[config.mk]
export PLATFORM = sky130hd
export DESIGN_NAME = fetch_queue_flat
export DESIGN_NICKNAME = d
export VERILOG_FILES = /design/src/rtl/fetch_pkg.sv /design/src/rtl/fetch_queue_if.sv /design/src/rtl/fetch_fifo.sv /design/src/rtl/fetch_queue.sv /design/src/flat_wrapper.sv
export SDC_FILE = /design/constraint.sdc
export NUM_CORES = 1
export LEC_CHECK = 0
export ABC_AREA = 1
export ABC_CLOCK_PERIOD_IN_PS = 4000
export CAP_MARGIN = 40
export CELL_PAD_IN_SITES_DETAIL_PLACEMENT = 0
export CELL_PAD_IN_SITES_GLOBAL_PLACEMENT = 1
export CORE_ASPECT_RATIO = 0.8
export CORE_UTILIZATION = 39
export CTS_CLUSTER_SIZE = 30
export DETAILED_ROUTE_END_ITERATION = 8
export PLACE_DENSITY = 0.76
export SLEW_MARGIN = 20
export SYNTH_ARGS = -nofsm -noshare
export SYNTH_HDL_FRONTEND = slang
export SYNTH_HIERARCHICAL = 1
export SYNTH_SLANG_ARGS = --single-unit
[constraint.sdc]
create_clock -name clk -period 4 [get_ports clk]
set_input_delay 0.8 -clock clk [delete_from_list [all_inputs] [get_ports clk]]
set_output_delay 0.8 -clock clk [all_outputs]
set_load 0.05 [all_outputs]
[src/rtl/fetch_pkg.sv]
// Shared types and constants for the instruction-fetch queue.
package fetch_pkg;

   localparam int unsigned XLEN             = 32;
   localparam int unsigned INSTR_BYTES      = 4;
   localparam logic [XLEN-1:0] RESET_PC_DEFAULT = 32'h0000_0000;

   typedef struct packed {
      logic [XLEN-1:0] pc;
      logic [XLEN-1:0] instr;
   } fetch_entry_t;

endpackage

[src/rtl/fetch_queue_if.sv]
// Fetch stage bus: execute redirect, instruction memory port and decode-side handshake.
interface fetch_queue_if #(
   parameter int unsigned WIDTH = 32
);
   logic             redirect;
   logic [WIDTH-1:0] redirect_pc;
   logic             imem_req;
   logic [WIDTH-1:0] imem_addr;
   logic [WIDTH-1:0] imem_rdata;
   logic             out_valid;
   logic             out_ready;
   logic [WIDTH-1:0] out_instr;
   logic [WIDTH-1:0] out_pc;
   logic [WIDTH-1:0] out_pc_plus4;

   modport master (
      input  redirect, redirect_pc, imem_rdata, out_ready,
      output imem_req, imem_addr, out_valid, out_instr, out_pc, out_pc_plus4
   );

   modport slave (
      output redirect, redirect_pc, imem_rdata, out_ready,
      input  imem_req, imem_addr, out_valid, out_instr, out_pc, out_pc_plus4
   );
endinterface

[src/rtl/fetch_fifo.sv]
// Synchronous FIFO of fetched entries with flush; head is read straight from storage.
module fetch_fifo #(
   parameter int unsigned DEPTH   = 4,
   parameter type         entry_t = fetch_pkg::fetch_entry_t,
   localparam int unsigned PW     = $clog2(DEPTH),
   localparam int unsigned CW     = $clog2(DEPTH + 1)
) (
   input  logic          clk,
   input  logic          rst,
   input  logic          push,
   input  entry_t        push_data,
   input  logic          pop,
   input  logic          flush,
   output logic [CW-1:0] count,
   output entry_t        head
);

   entry_t        mem [DEPTH];
   logic [PW-1:0] rd_ptr;
   logic [PW-1:0] wr_ptr;
   logic          pop_ok;

   assign pop_ok = pop && (count != '0);
   assign head   = mem[rd_ptr];

   always_ff @(posedge clk) begin
      if (push && !flush) mem[wr_ptr] <= push_data;
   end

   // Flush wins over any push/pop in the same cycle.
   always_ff @(posedge clk or negedge rst) begin
      if (!rst) begin
         rd_ptr <= '0;
         wr_ptr <= '0;
         count  <= '0;
      end else if (flush) begin
         rd_ptr <= '0;
         wr_ptr <= '0;
         count  <= '0;
      end else begin
         assert (!(push && count == CW'(DEPTH)));
         if (push)   wr_ptr <= wr_ptr + PW'(1);
         if (pop_ok) rd_ptr <= rd_ptr + PW'(1);
         case ({push, pop_ok})
            2'b10:   count <= count + CW'(1);
            2'b01:   count <= count - CW'(1);
            default: count <= count;
         endcase
      end
   end

endmodule

[src/rtl/fetch_queue.sv]
// Buffered fetch stage: owns the PC, issues sequential fetches and queues returns for decode.
module fetch_queue
   import fetch_pkg::*;
#(
   parameter int unsigned      WIDTH    = 32,
   parameter int unsigned      DEPTH    = 4,
   parameter logic [WIDTH-1:0] RESET_PC = WIDTH'(RESET_PC_DEFAULT)
) (
   input logic           clk,
   input logic           rst,
   fetch_queue_if.master bus
);

   typedef struct packed {
      logic [WIDTH-1:0] pc;
      logic [WIDTH-1:0] instr;
   } entry_t;

   localparam int unsigned CW = $clog2(DEPTH + 1);

   logic [WIDTH-1:0] pc_q;
   logic [WIDTH-1:0] inflight_pc_q;
   logic             inflight_q;
   logic [CW-1:0]    count;
   logic [CW:0]      occupancy;
   logic             issue;
   logic             push;
   logic             pop;
   entry_t           push_data;
   entry_t           head;

   // Reserve a slot for the in-flight word so a return never finds the FIFO full.
   assign occupancy = {1'b0, count} + (CW+1)'(inflight_q);
   assign issue     = !bus.redirect && (occupancy < (CW+1)'(DEPTH));
   assign push      = inflight_q && !bus.redirect;
   assign pop       = bus.out_valid && bus.out_ready;
   assign push_data = '{pc: inflight_pc_q, instr: bus.imem_rdata};

   assign bus.imem_req     = rst && issue;
   assign bus.imem_addr    = pc_q;
   assign bus.out_valid    = (count != '0);
   assign bus.out_instr    = head.instr;
   assign bus.out_pc       = head.pc;
   assign bus.out_pc_plus4 = head.pc + WIDTH'(INSTR_BYTES);

   always_ff @(posedge clk or negedge rst) begin
      if (!rst) begin
         pc_q          <= RESET_PC;
         inflight_q    <= 1'b0;
         inflight_pc_q <= RESET_PC;
      end else if (bus.redirect) begin
         pc_q       <= {bus.redirect_pc[WIDTH-1:2], 2'b00};
         inflight_q <= 1'b0;
      end else if (issue) begin
         pc_q          <= pc_q + WIDTH'(INSTR_BYTES);
         inflight_q    <= 1'b1;
         inflight_pc_q <= pc_q;
      end else begin
         inflight_q <= 1'b0;
      end
   end

   fetch_fifo #(
      .DEPTH   (DEPTH),
      .entry_t (entry_t)
   ) u_fifo (
      .clk       (clk),
      .rst       (rst),
      .push      (push),
      .push_data (push_data),
      .pop       (pop),
      .flush     (bus.redirect),
      .count     (count),
      .head      (head)
   );

endmodule

[src/flat_wrapper.sv]
// flat-port wrapper written by rule: the top's interface ports become plain ports
module fetch_queue_flat import fetch_pkg::*;
#(
   parameter int unsigned      WIDTH    = 32,
   parameter int unsigned      DEPTH    = 4,
   parameter logic [WIDTH-1:0] RESET_PC = WIDTH'(RESET_PC_DEFAULT)
)
  (clk, rst, bus_redirect, bus_redirect_pc, bus_imem_rdata, bus_out_ready, bus_imem_req, bus_imem_addr, bus_out_valid, bus_out_instr, bus_out_pc, bus_out_pc_plus4);
  fetch_queue_if #(.WIDTH(WIDTH)) bus_i ();
  input logic clk;
  input logic rst;
  input wire logic [$bits(bus_i.redirect)-1:0] bus_redirect;
  input wire logic [$bits(bus_i.redirect_pc)-1:0] bus_redirect_pc;
  input wire logic [$bits(bus_i.imem_rdata)-1:0] bus_imem_rdata;
  input wire logic [$bits(bus_i.out_ready)-1:0] bus_out_ready;
  output wire logic [$bits(bus_i.imem_req)-1:0] bus_imem_req;
  output wire logic [$bits(bus_i.imem_addr)-1:0] bus_imem_addr;
  output wire logic [$bits(bus_i.out_valid)-1:0] bus_out_valid;
  output wire logic [$bits(bus_i.out_instr)-1:0] bus_out_instr;
  output wire logic [$bits(bus_i.out_pc)-1:0] bus_out_pc;
  output wire logic [$bits(bus_i.out_pc_plus4)-1:0] bus_out_pc_plus4;
  assign bus_i.redirect = bus_redirect;
  assign bus_i.redirect_pc = bus_redirect_pc;
  assign bus_i.imem_rdata = bus_imem_rdata;
  assign bus_i.out_ready = bus_out_ready;
  assign bus_imem_req = bus_i.imem_req;
  assign bus_imem_addr = bus_i.imem_addr;
  assign bus_out_valid = bus_i.out_valid;
  assign bus_out_instr = bus_i.out_instr;
  assign bus_out_pc = bus_i.out_pc;
  assign bus_out_pc_plus4 = bus_i.out_pc_plus4;
  fetch_queue #(.WIDTH(WIDTH), .DEPTH(DEPTH), .RESET_PC(RESET_PC)) u_core (.clk(clk), .rst(rst), .bus(bus_i));
endmodule
==> results.md <==
| Stage | Parameter | This run |
|:---|:---|:---|
| outcome | Outcome | finished, final reports clean |
| cells and area | Final-stage net count | 1602 |
| clock network | H-tree levels | 2 |
| logic synthesis | Post-synthesis instance area | 0.0141 mm^2 |
| setup path | Arrival time of data at the critical path endpoint | 3.07 ns |
| clock network | Library cell used as clock root buffer | clkbuf_16 |
| logic synthesis | Synthesized instance count | 1285 |
| cells and area | Area grow syn2layout | 34.0% |
| power | Static Leakage | 7.20 nW |
| floorplanning | Horiz. Die Dim | 214 um |
| floorplanning | Starting density of the core | 40.0% |
| drt | TritonRoute pass-1 iters | 7 |
| floorplanning | Die Ht | 172 um |
| grt | Via count of the first global-routing pass | 9691 |
| drt | Met2 WL | 16.6 mm |
| clock network | Clock transition at path regs | 0.07 ns |
| placement | Total placed instance area | 0.0174 mm^2 |
| placement | Final weighted congestion of routability-driven global placement | 0.843 |
| setup path | Timing startpoint of the critical path | u_core/u_fifo/rd_ptr[1] |
| setup path | Nature of the critical path startpoint | flop |
| setup path | CP Max Fanout | 14 |
| sta | Worst Max-Slew Pin Slew | 0.579 ns |
| drt | Routed metal-1 wire length | 18.2 mm |
| setup path | Worst reg2reg startpoint | u_core/u_fifo/count[0] |
| grt | Antenna violations before repair | 0 |
| logic synthesis | Yosys synthesis warning count | 6 |
| logic synthesis | Post-synth cell types | 44 |
| drt | Total Wirelength | 37.9 mm |
| drt | Post-detailed-route wirelength per cell | 18.8 um |
| placement | Number of buffer cells added on primary ports | 193 |
| logic synthesis | Synthesized area divided by synthesized cell count | 11.0 um^2 |
| grt | Maximum number of pins on one net before global-route repair | 65 |
| clock network | Skew-Pair Late Insertion Delay | 0.51 ns |
| sta | Max Freq | 258 MHz |
| worst hold path | Type of the most critical hold path | in2async |
| sta | Setup TNS Final | 0 ns |
| cells and area | Final core occ | 53.6% |
| drt | DRC viols | 0 |
| floorplanning | Number of rows in the core area | 61 |
| sta | Final slew viol count | 0 |
| grt | Global-route congestion overflow total | 0 |
| setup path | Required arrival time at the worst endpoint | 3.20 ns |
| logic synthesis | Portion of synthesized cell area occupied by the leading cell type | 54.6% |
| drt | Amount of wire on met3 after detailed routing | 2.25 mm |
| sta | Fin Clk Skew | 0.0103 ns |
| sta | Final setup violating endpoints | 0 |
| sta | Setup repair after global routing missed its margin | no |
| clock network | TritonCTS clock tree | done |
| power | Total power per unit cell area | 749 mW/mm^2 |
| placement | Placed wire-length estimate | 25.0 mm |
| clock network | TritonCTS sink count | 324 |
| job | Max-capacitance violation count | 0 |
| floorplanning | Die area | 0.0369 mm^2 |
| logic synthesis | Dominant cell type by area after synthesis | edfxtp_1 |
| clock network | Number of buffers inserted during clock tree synthesis | 35 |
| drt | Top routing layer in use | met4 |
| logic synthesis | Biggest area contributors in the synthesized netlist | edfxtp_1, dfrtp_1, nor2_1 |
| sta | Final period util | 96.7% |
| drt | Total vias in the final route | 10.4k |
| logic synthesis | Flip-flop and latch count after synthesis | 324 |
| sta | Hold Fails Final Rpt | 0 |
| sta | Post-route minimum period | 3.87 ns |
| power | Total chip power | 14.1 mW |
| setup path | Crit end category | output port |
| floorplanning | Number of primary I/O pins | 198 |
| drt | Remaining antenna violation count after routing | 0 |
| cells and area | Post-Layout Inst Area | 0.0189 mm^2 |
| sta | Worst max-slew margin expressed relative to the limit | 61.4% |
| cells and area | Layout cell share with drive strength beyond 1 | 19.1% |
| power | VDD IR max | 475 uV |
| floorplanning | Core Box Area | 0.0352 mm^2 |
| grt | Global-route wire length before repair | 57.5 mm |
| drt | Avg Vias per Cell | 5.12 |
| drt | Initial DRC count | 1071 |
| grt | Global router's overall resource usage | 20.3% |
| clock network | CTS Hold Buffers Added | 0 |
| setup path | Kind of critical path | reg2out |
| clock network | Clk buf depth | 3 |
| logic synthesis | Sequential-to-total area share from yosys stat | 66.6% |
==> per-layer routing <==
layer / vias up / global-route usage, %
met5: - / 0
met4: 0 / 5.59
met3: 45 / 3.36
met2: 347 / 30.5
met1: 5015 / 30.4
li1: 4950 / -
==> flip-flops by register name, summed over array words and instances (netlist names) <==
register              count
u_core/bus.imem_addr     30
u_core/inflight_pc_q     30
u_core/inflight_q         1
u_core/u_fifo/count       3
u_core/u_fifo/mem       256
u_core/u_fifo/rd_ptr      2
u_core/u_fifo/wr_ptr      2
==> report_power, final <==
part	internal (mW)	switching (mW)	leakage (nW)
clock	1.84	1.29	0.533
sequential	4.17	0.453	3.14
combinational	2.36	4.03	3.52
==> final timing paths <==
kind,endpoint,slack [ns],cells past startpoint
hold reg to reg,u_core/u_fifo/mem[3][52],0.51,0
setup / recovery,bus_out_pc_plus4[21],0.13,10
min in group clk,u_core/u_fifo/mem[3][52],0.51,0
max in group asynchronous,u_core/u_fifo/rd_ptr[0],3.12,3
hold / removal,u_core/bus.imem_addr[22],0.33,2
setup reg to reg,u_core/bus.imem_addr[24],1.98,10
==> cells in the mapped netlist (all sizes together) <==
cell	instances
o221ai	1
o21a	3
a31oi	1
o21bai	1
nand4	15
o211ai	5
conb	1
nand3b	6
nand3	54
nand2b	1
nor2	213
o22ai	66
clkinv	2
o21ai	172
or2	1
fa	1
ha	6
a21boi	1
xor2	23
a21oi	6
edfxtp	256
clkbuf	25
xnor2	7
buf	37
nand2	208
nor4	1
nor3	21
dfrtp	68
inv	83
==> final cells by class <==
class / count / area [um^2]
fill: 3005 / 16300
sequential: 324 / 9400
multi-input combinational: 823 / 4360
timing repair buffer: 257 / 3080
clock buffer: 40 / 915
tap: 472 / 591
inverter: 85 / 337
clock inverter: 20 / 186
timing repair inverter: 1 / 8.76
antenna: 1 / 2.50
==> cells in the final DEF, fill, tap and decap left out, drive strengths merged, types with 5 or more instances in the layout <==
cell,n
nand2,208
buf,160
ha,6
inv,85
edfxtp,256
clkdlybuf4s50,95
xnor2,7
o21ai,172
xor2,23
a21oi,6
conb,10
o22ai,66
nand3,54
clkinv,14
nand3b,6
nor3,21
nor2,213
nand4,15
o211ai,5
dfrtp,68
clkbuf,41
==> worst max-delay path: stages, from the launching register on <==
cell and delay (ns):
dfrtp_4 0.59, inv_6 0.16, buf_4 0.18, o21ai_1 0.09
o22ai_2 0.27, nand2_1 0.15, nor2_1 0.18, nand3_1 0.13
nor3_1 0.19, xor2_1 0.41, buf_12 0.20
==> cells by family (layout without fill, tap and decap cells) <==
| group | Yosys count | count (layout) | share of synthesized area (%) |
|---|---|---|---|
| AND/OR/NAND/NOR | 520 | 520 | 15.9 |
| flip-flops | 324 | 324 | 66.6 |
| AO/OA/AOI/OAI | 256 | 256 | 9.92 |
| buffers and inverters | 147 | 403 | 5.00 |
| XOR/XNOR | 30 | 30 | 1.87 |
| adder cells (fa/ha/maj) | 7 | 7 | 0.675 |
| other | 1 | 11 | 0.0266 |
==> metrics by stage <==
step | setup slack [ns] | hold slack, ns | instances
CTS | -0.00945 | 0.339 | 2007
global route | 0.00786 | 0.355 | 2022
finish | 0.131 | 0.326 | 2023
floorplan | -0.749 | 0.476 | 1294
global placement | 0.303 | 0.493 | 1944
detailed placement | 0.286 | 0.499 | 1945
==> repair_timing <==
item / CTS / global route
pin swaps: 1 / 9
endpoints found under the setup margin: 22 / 22
buffers inserted: 1 / 13
cloned: 1 / 2
resized for setup: 16 / 20
(Power assumes the default switching activity.)
